===== src/rtl/mux_uart_rx.sv =====
// Receive half of diagnostic MUX 0: async 8N1 deserialiser feeding a small FIFO,
// polled over the CPU6 bus. Define MUX_RX_PARITY_EN for an even-parity bit (11-bit frames).
module mux_uart_rx #(
  parameter int          CLK_DIV    = 16,
  parameter logic [18:0] BASE_ADDR  = 19'h3f200,
  parameter int          FIFO_DEPTH = 4
) (
  input  logic        clock,
  input  logic        reset,
  input  logic [18:0] address,
  input  logic        read_en,
  output logic [7:0]  data_out,
  input  logic        tx_ready,
  input  logic        rx,
  output logic        rx_irq
);

  localparam int TW = $clog2(CLK_DIV);
  localparam int PW = (FIFO_DEPTH > 1) ? $clog2(FIFO_DEPTH) : 1;
  localparam logic [TW-1:0] T_FULL   = TW'(CLK_DIV - 1);
  localparam logic [TW-1:0] T_HALF   = TW'(CLK_DIV / 2 - 1);
  localparam logic [TW-1:0] T_ONE    = TW'(1);
  localparam logic [PW-1:0] PTR_ONE  = PW'(1);
  localparam logic [PW:0]   CNT_ONE  = (PW + 1)'(1);
  localparam logic [PW:0]   CNT_FULL = (PW + 1)'(FIFO_DEPTH);
  localparam logic [18:0]   DATA_ADDR = BASE_ADDR + 19'd1;

  typedef enum logic [2:0] {
    S_IDLE,
    S_START,
    S_DATA,
    S_PARITY,
    S_STOP
  } state_t;

  logic          rx_meta_q, rx_sync_q;
  logic [1:0]    settle_q;
  logic          armed_q;

  state_t        state_q;
  logic [TW-1:0] timer_q;
  logic [2:0]    bit_idx_q;
  logic [7:0]    shift_q;

  logic [7:0]    mem_q [FIFO_DEPTH];
  logic [PW-1:0] wr_ptr_q, rd_ptr_q;
  logic [PW:0]   count_q, count_d;

  logic          framing_err_q, overrun_q;
  logic          rx_irq_q;

  logic          timer_full, stop_tick;
  logic          stat_sel, data_sel, status_clr;
  logic          fifo_nonempty, fifo_full;
  logic          push, pop, push_ok;
  logic          framing_new, overrun_new;
  logic          parity_err_w, par_bad_w;
  logic [7:0]    status_w;

  // Input synchroniser; the line is only trusted once real samples reach rx_sync_q
  always_ff @(posedge clock or posedge reset) begin
    if (reset) begin
      rx_meta_q <= 1'b1;
      rx_sync_q <= 1'b1;
      settle_q  <= 2'd0;
      armed_q   <= 1'b0;
    end else begin
      rx_meta_q <= rx;
      rx_sync_q <= rx_meta_q;
      if (!settle_q[1])
        settle_q <= settle_q + 2'd1;
      armed_q <= armed_q | (settle_q[1] & rx_sync_q);
    end
  end

  assign timer_full = (timer_q == T_FULL);
  assign stop_tick  = (state_q == S_STOP) && timer_full;

`ifdef MUX_RX_PARITY_EN
  logic par_bad_q;
  logic parity_err_q;
  logic parity_new;

  assign parity_new   = (state_q == S_PARITY) && timer_full && ((^shift_q) != rx_sync_q);
  assign par_bad_w    = par_bad_q;
  assign parity_err_w = parity_err_q;
`else
  assign par_bad_w    = 1'b0;
  assign parity_err_w = 1'b0;
`endif

  // Receiver FSM: IDLE -> START (mid-bit check) -> DATA x8 -> [PARITY] -> STOP
  always_ff @(posedge clock or posedge reset) begin
    if (reset) begin
      state_q   <= S_IDLE;
      timer_q   <= '0;
      bit_idx_q <= 3'd0;
`ifdef MUX_RX_PARITY_EN
      par_bad_q <= 1'b0;
`endif
    end else begin
      case (state_q)
        S_IDLE: begin
          if (armed_q && !rx_sync_q) begin
            state_q <= S_START;
            timer_q <= '0;
          end
        end
        S_START: begin
          if (timer_q == T_HALF) begin
            timer_q   <= '0;
            bit_idx_q <= 3'd0;
`ifdef MUX_RX_PARITY_EN
            par_bad_q <= 1'b0;
`endif
            state_q   <= rx_sync_q ? S_IDLE : S_DATA;
          end else begin
            timer_q <= timer_q + T_ONE;
          end
        end
        S_DATA: begin
          if (timer_full) begin
            timer_q <= '0;
            if (bit_idx_q == 3'd7) begin
`ifdef MUX_RX_PARITY_EN
              state_q <= S_PARITY;
`else
              state_q <= S_STOP;
`endif
            end else begin
              bit_idx_q <= bit_idx_q + 3'd1;
            end
          end else begin
            timer_q <= timer_q + T_ONE;
          end
        end
`ifdef MUX_RX_PARITY_EN
        S_PARITY: begin
          if (timer_full) begin
            timer_q   <= '0;
            par_bad_q <= parity_new;
            state_q   <= S_STOP;
          end else begin
            timer_q <= timer_q + T_ONE;
          end
        end
`endif
        S_STOP: begin
          // Leave at the mid-stop sample so a back-to-back start bit is not missed
          if (timer_full) begin
            timer_q <= '0;
            state_q <= S_IDLE;
          end else begin
            timer_q <= timer_q + T_ONE;
          end
        end
        default: begin
          state_q <= S_IDLE;
          timer_q <= '0;
        end
      endcase
    end
  end

  always_ff @(posedge clock) begin
    if ((state_q == S_DATA) && timer_full)
      shift_q <= {rx_sync_q, shift_q[7:1]};
  end

  assign stat_sel      = (address == BASE_ADDR);
  assign data_sel      = (address == DATA_ADDR);
  assign status_clr    = read_en && stat_sel;
  assign fifo_nonempty = (count_q != '0);
  assign fifo_full     = (count_q == CNT_FULL);
  assign push          = stop_tick && rx_sync_q && !par_bad_w;
  assign pop           = read_en && data_sel && fifo_nonempty;
  assign push_ok       = push && (!fifo_full || pop);
  assign framing_new   = stop_tick && !rx_sync_q;
  assign overrun_new   = push && fifo_full && !pop;

  always_comb begin
    count_d = count_q;
    case ({push_ok, pop})
      2'b10:   count_d = count_q + CNT_ONE;
      2'b01:   count_d = count_q - CNT_ONE;
      default: count_d = count_q;
    endcase
  end

  always_ff @(posedge clock) begin
    if (push_ok)
      mem_q[wr_ptr_q] <= shift_q;
  end

  // FIFO pointers, sticky error flags and the registered interrupt
  always_ff @(posedge clock or posedge reset) begin
    if (reset) begin
      wr_ptr_q      <= '0;
      rd_ptr_q      <= '0;
      count_q       <= '0;
      framing_err_q <= 1'b0;
      overrun_q     <= 1'b0;
      rx_irq_q      <= 1'b0;
    end else begin
      if (push_ok)
        wr_ptr_q <= wr_ptr_q + PTR_ONE;
      if (pop)
        rd_ptr_q <= rd_ptr_q + PTR_ONE;
      count_q  <= count_d;
      rx_irq_q <= (count_d != '0);
      // A status read clears the flags unless a fresh error lands on the same edge
      framing_err_q <= (framing_err_q & ~status_clr) | framing_new;
      overrun_q     <= (overrun_q & ~status_clr) | overrun_new;
    end
  end

`ifdef MUX_RX_PARITY_EN
  always_ff @(posedge clock or posedge reset) begin
    if (reset)
      parity_err_q <= 1'b0;
    else
      parity_err_q <= (parity_err_q & ~status_clr) | parity_new;
  end
`endif

  assign status_w = {3'b000, parity_err_w, overrun_q, framing_err_q, tx_ready, fifo_nonempty};

  always_comb begin
    data_out = 8'h00;
    if (stat_sel)
      data_out = status_w;
    else if (data_sel && fifo_nonempty)
      data_out = mem_q[rd_ptr_q];
  end

  assign rx_irq = rx_irq_q;

endmodule

===== config.mk =====
export PLATFORM = sky130hd
export DESIGN_NAME = mux_uart_rx
export DESIGN_NICKNAME = d
export VERILOG_FILES = /design/src/rtl/mux_uart_rx.sv
export SDC_FILE = /design/constraint.sdc
export NUM_CORES = 1
export LEC_CHECK = 0
export CAP_MARGIN = 10
export CORE_MARGIN = 3
export CORE_UTILIZATION = 55
export DETAILED_ROUTE_END_ITERATION = 10
export HOLD_SLACK_MARGIN = 0.03
export PLACE_DENSITY = 0.81
export SLEW_MARGIN = 20
export SYNTH_ARGS = -nofsm -noshare
export SYNTH_HDL_FRONTEND = slang
export SYNTH_SLANG_ARGS = --single-unit
export TNS_END_PERCENT = 10

===== constraint.sdc =====
create_clock -name clock -period 3.1 [get_ports clock]
set_input_delay 0.775 -clock clock [delete_from_list [all_inputs] [get_ports clock]]
set_output_delay 0.775 -clock clock [all_outputs]
set_load 0.05 [all_outputs]

# --- Word level (Yosys, flattened, before mapping) ---
# Memories as Yosys holds them, arrays and structs flattened.
# Index checks and enable logic that the tools add are counted.
classes:
  add_sub_neg: 7
  n_eq_ne: 17
  n_reduce_logical: 23
  n_mux: 21
  bitwise_logic: 7
ops:
  columns: ["op", "n"]
  rows:
  - ["$eq A19 B18 Y1 const B", 2]
  - ["$mux W3", 8]
  - ["$mux W8", 2]
  - ["$logic_and A1 B1 Y1", 12]
  - ["$mux W4", 3]
  - ["$ne A2 B2 Y1 const B", 6]
  - ["$pmux W3 S2", 2]
  - ["$pmux W3 S4", 1]
  - ["$pmux W4 S3", 1]
  - ["$eq A3 B3 Y1 const B", 3]
  - ["$add A2 B1 Y2 const B", 3]
  - ["$add A3 B1 Y3 const B", 2]
  - ["$reduce_bool A3 Y1", 2]
  - ["$reduce_and A5 Y1", 1]
  - ["$add A4 B1 Y4 const B", 1]
  - ["$eq A4 B3 Y1 const B", 1]
  - ["$eq A4 B4 Y1 const B", 1]
  - ["$mux W2", 2]
  - ["$reduce_and A4 Y1", 1]
  - ["$and A1 B1 Y1", 3]
  - ["$eq A3 B1 Y1 const B", 1]
  - ["$eq A3 B2 Y1 const B", 1]
  - ["$logic_not A1 Y1", 3]
  - ["$logic_not A3 Y1", 1]
  - ["9 further kinds", 12]
totals:
  in_bits: 24
  register_bits: 33
  wordCells: 91
  n_memories: 1
  output_inout_bits: 9
  ramBits: 32
mem_list:
  columns: ["name", "words", "word_bits", "read_ports", "rd_ports_with_merged_regs", "write_ports", "line_no", "rtl"]
  rows:
  - ["mem_q", 4, 8, 1, 0, 1, "45", "logic [7:0] mem_q [FIFO_DEPTH];"]

# --- Depth between registers and ports, before layout ---
depth:
  depth_word: 8
  mapped_depth: 9
  depth_no_buf: 9

# --- Least setup slack after synthesis ---
# OpenSTA, ideal clock, no wires.
synth_path:
  path_kind: "input -> output"
  from: "input address[3]"
  to: "output data_out[0]"
  slack_ns: -0.076
  n_path_buf: 0
  path_stages: 3
  arrival_time_ns: 2.401
  t_required_ns: 2.325
  cell_sequence: "nor4_2 > nand4bb_2 > nor3_1"
synth_via:
  elab_chain_len: 4
  elab_cells_between_ends: 5
  cone_classes: "2 x eq/ne; 2 x mux; 1 x reduce/logical"
synth_rtl:
  columns: ["element", "line_no", "rtl"]
  rows:
  - ["start: declaration", "10", "input logic [18:0] address,"]
  - ["$eq A19 B18 Y1", "171", "assign data_sel = (address == DATA_ADDR);"]
  - ["$logic_and A1 B1 Y1", "232", "else if (data_sel && fifo_nonempty)"]
  - ["$mux W8", "232", null]
  - ["$mux W8 *", "230", "if (stat_sel)"]
  - ["end: declaration", "12", "output logic [7:0] data_out,"]
# Every way passes the cells marked *; elsewhere a longest branch is shown, timed or not.

# --- Worst setup path in the final report ---
layout_path:
  from: "input address[1]"
  to: "register rx_irq_q (netlist: rx_irq)"
layout_via:
  elab_chain_len: 8
  elab_cells_between_ends: 9
  cone_classes: "3 x eq/ne; 1 x mux; 5 x reduce/logical"
layout_rtl:
  columns: ["element", "line_no", "rtl"]
  rows:
  - ["$eq A19 B18 Y1 *", "171", null]
  - ["$logic_and A1 B1 Y1 * (2 in a row)", "176", "assign pop = read_en && data_sel && fifo_nonempty;"]
  - ["$logic_or A1 B1 Y1", "177", "assign push_ok = push && (!fifo_full || pop);"]
  - ["$logic_and A1 B1 Y1", "177", null]
  - ["$eq A2 B1 Y1 / $eq A2 B2 Y1 (equally long branches)", "183", "case ({push_ok, pop})"]
  - ["$pmux W3 S2 *", "183", null]
  - ["$reduce_bool A3 Y1 *", "210", "rx_irq_q <= (count_d != '0);"]
  - ["end signal: assignment", "210", null]
  - ["end: declaration", "50", "logic rx_irq_q;"]
# Marked as above.
# A chain may end at the register's enable or synchronous reset.

==> results_dict.tcl <==
set metrics [dict create \
    status "finished, final reports clean" \
    ys_types 51 \
    port-buffer-count 32 \
    synth_common_cells "edfxtp_1 (40), dfrtp_1 (23), inv_1 (14), nand2_1 (14), nor2_1 (9)" \
    synth_top_cell_area_share_pct 41.5 \
    core_area_um2 4910 \
    antenna_found_initial 1 \
    ys_ff_latch 65 \
    critPathLaunch "address[1]" \
    rr_endpoint "count_q[0]$_DFF_PP0_" \
    hold_viol 0 \
    finalMaxSlewViolations 0 \
    worst_pin_slew_ns 0.519 \
    ys_warn_count 0 \
    post-place-ws_ns -0.177 \
    synth_fp_nets 228 \
    initial_core_util_pct 59.0 \
    cts_buffers 9 \
    pin_count 33 \
    synthCells 196 \
    die_w_um 78.6 \
    syn_to_final_growth_pct 33.2 \
    antennaDiodeCount 0 \
    start_kind "primary input" \
    syn-cell-area_um2 2900 \
    h-tree-depth 3 \
    clk_pin_slew_worst_paths_ns 0.07 \
    ys_seq_area_share_pct 63.2 \
    drive_above_1_share_pct 30.8 \
    die_area_um2 6170 \
    die_h_um 78.6 \
    period_needed_ns 3.07 \
    clock-root-buffer "clkbuf_8" \
    cts_sinks 65 \
    place_hpwl_um 3930 \
    cts.path.max_buffers 2 \
    place_congestion 0.773 \
    cts_tree "built" \
    synth_ff_type "edfxtp_1" \
    cp.required_ns 3.33 \
    drt_wl_total_um 7890 \
    grt_pass1_wl_um 11800 \
    synth_enable_flop_cells 40 \
    critPathCaptureType "flip-flop" \
    async_reset_ff_share_pct 38.5 \
    maxSlewHeadroom_pct 65.3 \
    max_freq_ghz 0.326 \
    setup.worst_path.end "rx_irq$_DFF_PP0_" \
    fin_ws_ns 0.0320 \
    cap_violations 0 \
    synthTopCellsByArea "edfxtp_1 (41%), dfrtp_1 (20%), mux4_2 (6.2%)" \
    nNetsFinal 287 \
    synth.avg_cell_area_um2 14.8 \
    drt-pass1-iter-count 4 \
    crit_arrival_ns 3.30 \
    holdCritPathClass "flip-flop to flip-flop" \
    vias 1975 \
    fin_skew_ns 0.0120 \
    p_per_area_nw_per_um2 519 \
    grtUsageTotal_pct 27.1 \
    synth_most_common_cell "edfxtp_1" \
    cp_max_fo 3 \
    yosysTopAreaCell "edfxtp_1" \
    drc 0 \
    power.leakage_nw 1.56 \
    peakVddDrop_mv 0.516 \
    avgViaCountPerCell 6.04 \
    grt_pass1_vias 2109 \
    fin_util_pct 78.6 \
    placementRows 25 \
    ant_nets 0 \
    grt-ovfl-total 0 \
    cts-hold-fix-buffers 0 \
    worstRegToRegCells 8 \
    drt_iter0_drc 191 \
    critPathKind "primary input to flip-flop" \
    wl_per_cell_um 24.1 \
    rr_startpoint "count_q[2]$_DFF_PP0_" \
    clkLatencyLatePin_ns 0.34 \
    grt_max_degree 26 \
    period_share_pct 99.0 \
    rrSetupSlack_ns 0.58 \
    setup_viol 0 \
]
state kept, by name, indices dropped and copies added, names as in the netlist, 2 cells and up:
| signal | cells |
|---|---|
| wr_ptr_q | 2 |
| state_q | 3 |
| shift_q | 8 |
| rd_ptr_q | 2 |
| settle_q | 2 |
| count_q | 3 |
| timer_q | 4 |
| bit_idx_q | 3 |
| mem_q | 32 |
cell usage in the layout, fill, tap and decap left out, drive strengths merged, types with 7 or more instances in the layout:
master and count:
clkdlybuf4s50 8, nor2 11, mux4 8, inv 14, dfrtp 23, xnor2 7
dlymetal6s2s 8, buf 27, ha 7, clkbuf 12, nand2 14, and2 8
edfxtp 40
report_power, final:
part | leakage, nW | internal (W) | switching [W]
registers | 0.653 | 0.000948 | 0.0000455
clock network | 0.0976 | 0.000447 | 0.000325
logic | 0.808 | 0.000106 | 0.000129
kinds of logic after synthesis:
kind of cell    count (synthesis)  synth area share [%]
xor+xnor                        9                  2.72
buf+inv                        17                  2.59
simple gates                   62                  14.0
mux                            14                  8.55
compound gates                 21                  5.31
flops                          65                  63.2
fa+ha+maj                       8                  3.71
worst max-delay path, stage by stage:
cell	delay (ns)
clkdlybuf4s15_1	0.22
nor4_4	0.30
nand3b_1	0.25
buf_4	0.21
nor4_2	0.31
nand2_1	0.12
fa_1	0.45
xnor2_1	0.17
nand3_1	0.10
o21ai_1	0.11
a32oi_1	0.29
through the flow:
| step | instances | setup TNS [ns] | cell area [µm²] | hold slack, ns | total power (W) |
|---|---|---|---|---|---|
| 2_1_floorplan | 196 | 0 | 2900 | 0.345 | 0.00116 |
| 3_3_place_gp | 308 | -0.679 | 3530 | 0.347 | 0.00123 |
| 3_5_place_dp | 308 | -1.29 | 3530 | 0.348 | 0.00124 |
| 4_1_cts | 326 | 0 | 3830 | 0.357 | 0.00200 |
| 5_1_grt | 327 | -0.0487 | 3860 | 0.364 | 0.00208 |
| 6_report | 327 | 0 | 3860 | 0.355 | 0.00200 |
repair_timing:
item	4_1_cts	5_1_grt
setup buffers	2	1
pin swaps	7	11
hold endpoints to repair	0	0
setup endpoints to repair	8	9
gates cloned	0	0
gates resized for setup	23	15
cell type report:
cell class	instances	area [µm²]
repair buffers	51	604
fillers	266	1050
well taps	67	83.8
inverters	14	52.6
multi-input cells	114	1080
clock inverters	6	82.6
clock buffers	10	128
flip-flops and latches	65	1830
how the worst min path moves through the flow:
stage | startpoint | endpoint | cells past startpoint
6_report | rx_meta_q$_DFF_PP1_ | rx_sync_q$_DFF_PP1_ | 0
5_1_grt | rx_meta_q$_DFF_PP1_ | rx_sync_q$_DFF_PP1_ | 0
4_1_cts | rx_meta_q$_DFF_PP1_ | rx_sync_q$_DFF_PP1_ | 0
3_5_place_dp | rx_meta_q$_DFF_PP1_ | rx_sync_q$_DFF_PP1_ | 0
3_3_place_gp | rx_meta_q$_DFF_PP1_ | rx_sync_q$_DFF_PP1_ | 0
2_1_floorplan | rx_meta_q$_DFF_PP1_ | rx_sync_q$_DFF_PP1_ | 0
layer usage:
| metal | vias up | GRT usage [%] | part of all wire (%) | wire (µm) |
|---|---|---|---|---|
| li1 | 850 | - | - | - |
| met1 | 956 | 31.6 | 36 | 2840 |
| met2 | 132 | 42.5 | 49 | 3830 |
| met3 | 35 | 8.26 | 9.5 | 752 |
| met4 | 2 | 19.4 | 5.8 | 457 |
| met5 | - | 0 | 0.16 | 13 |
No activity file was read; power rests on OpenSTA's default activity.
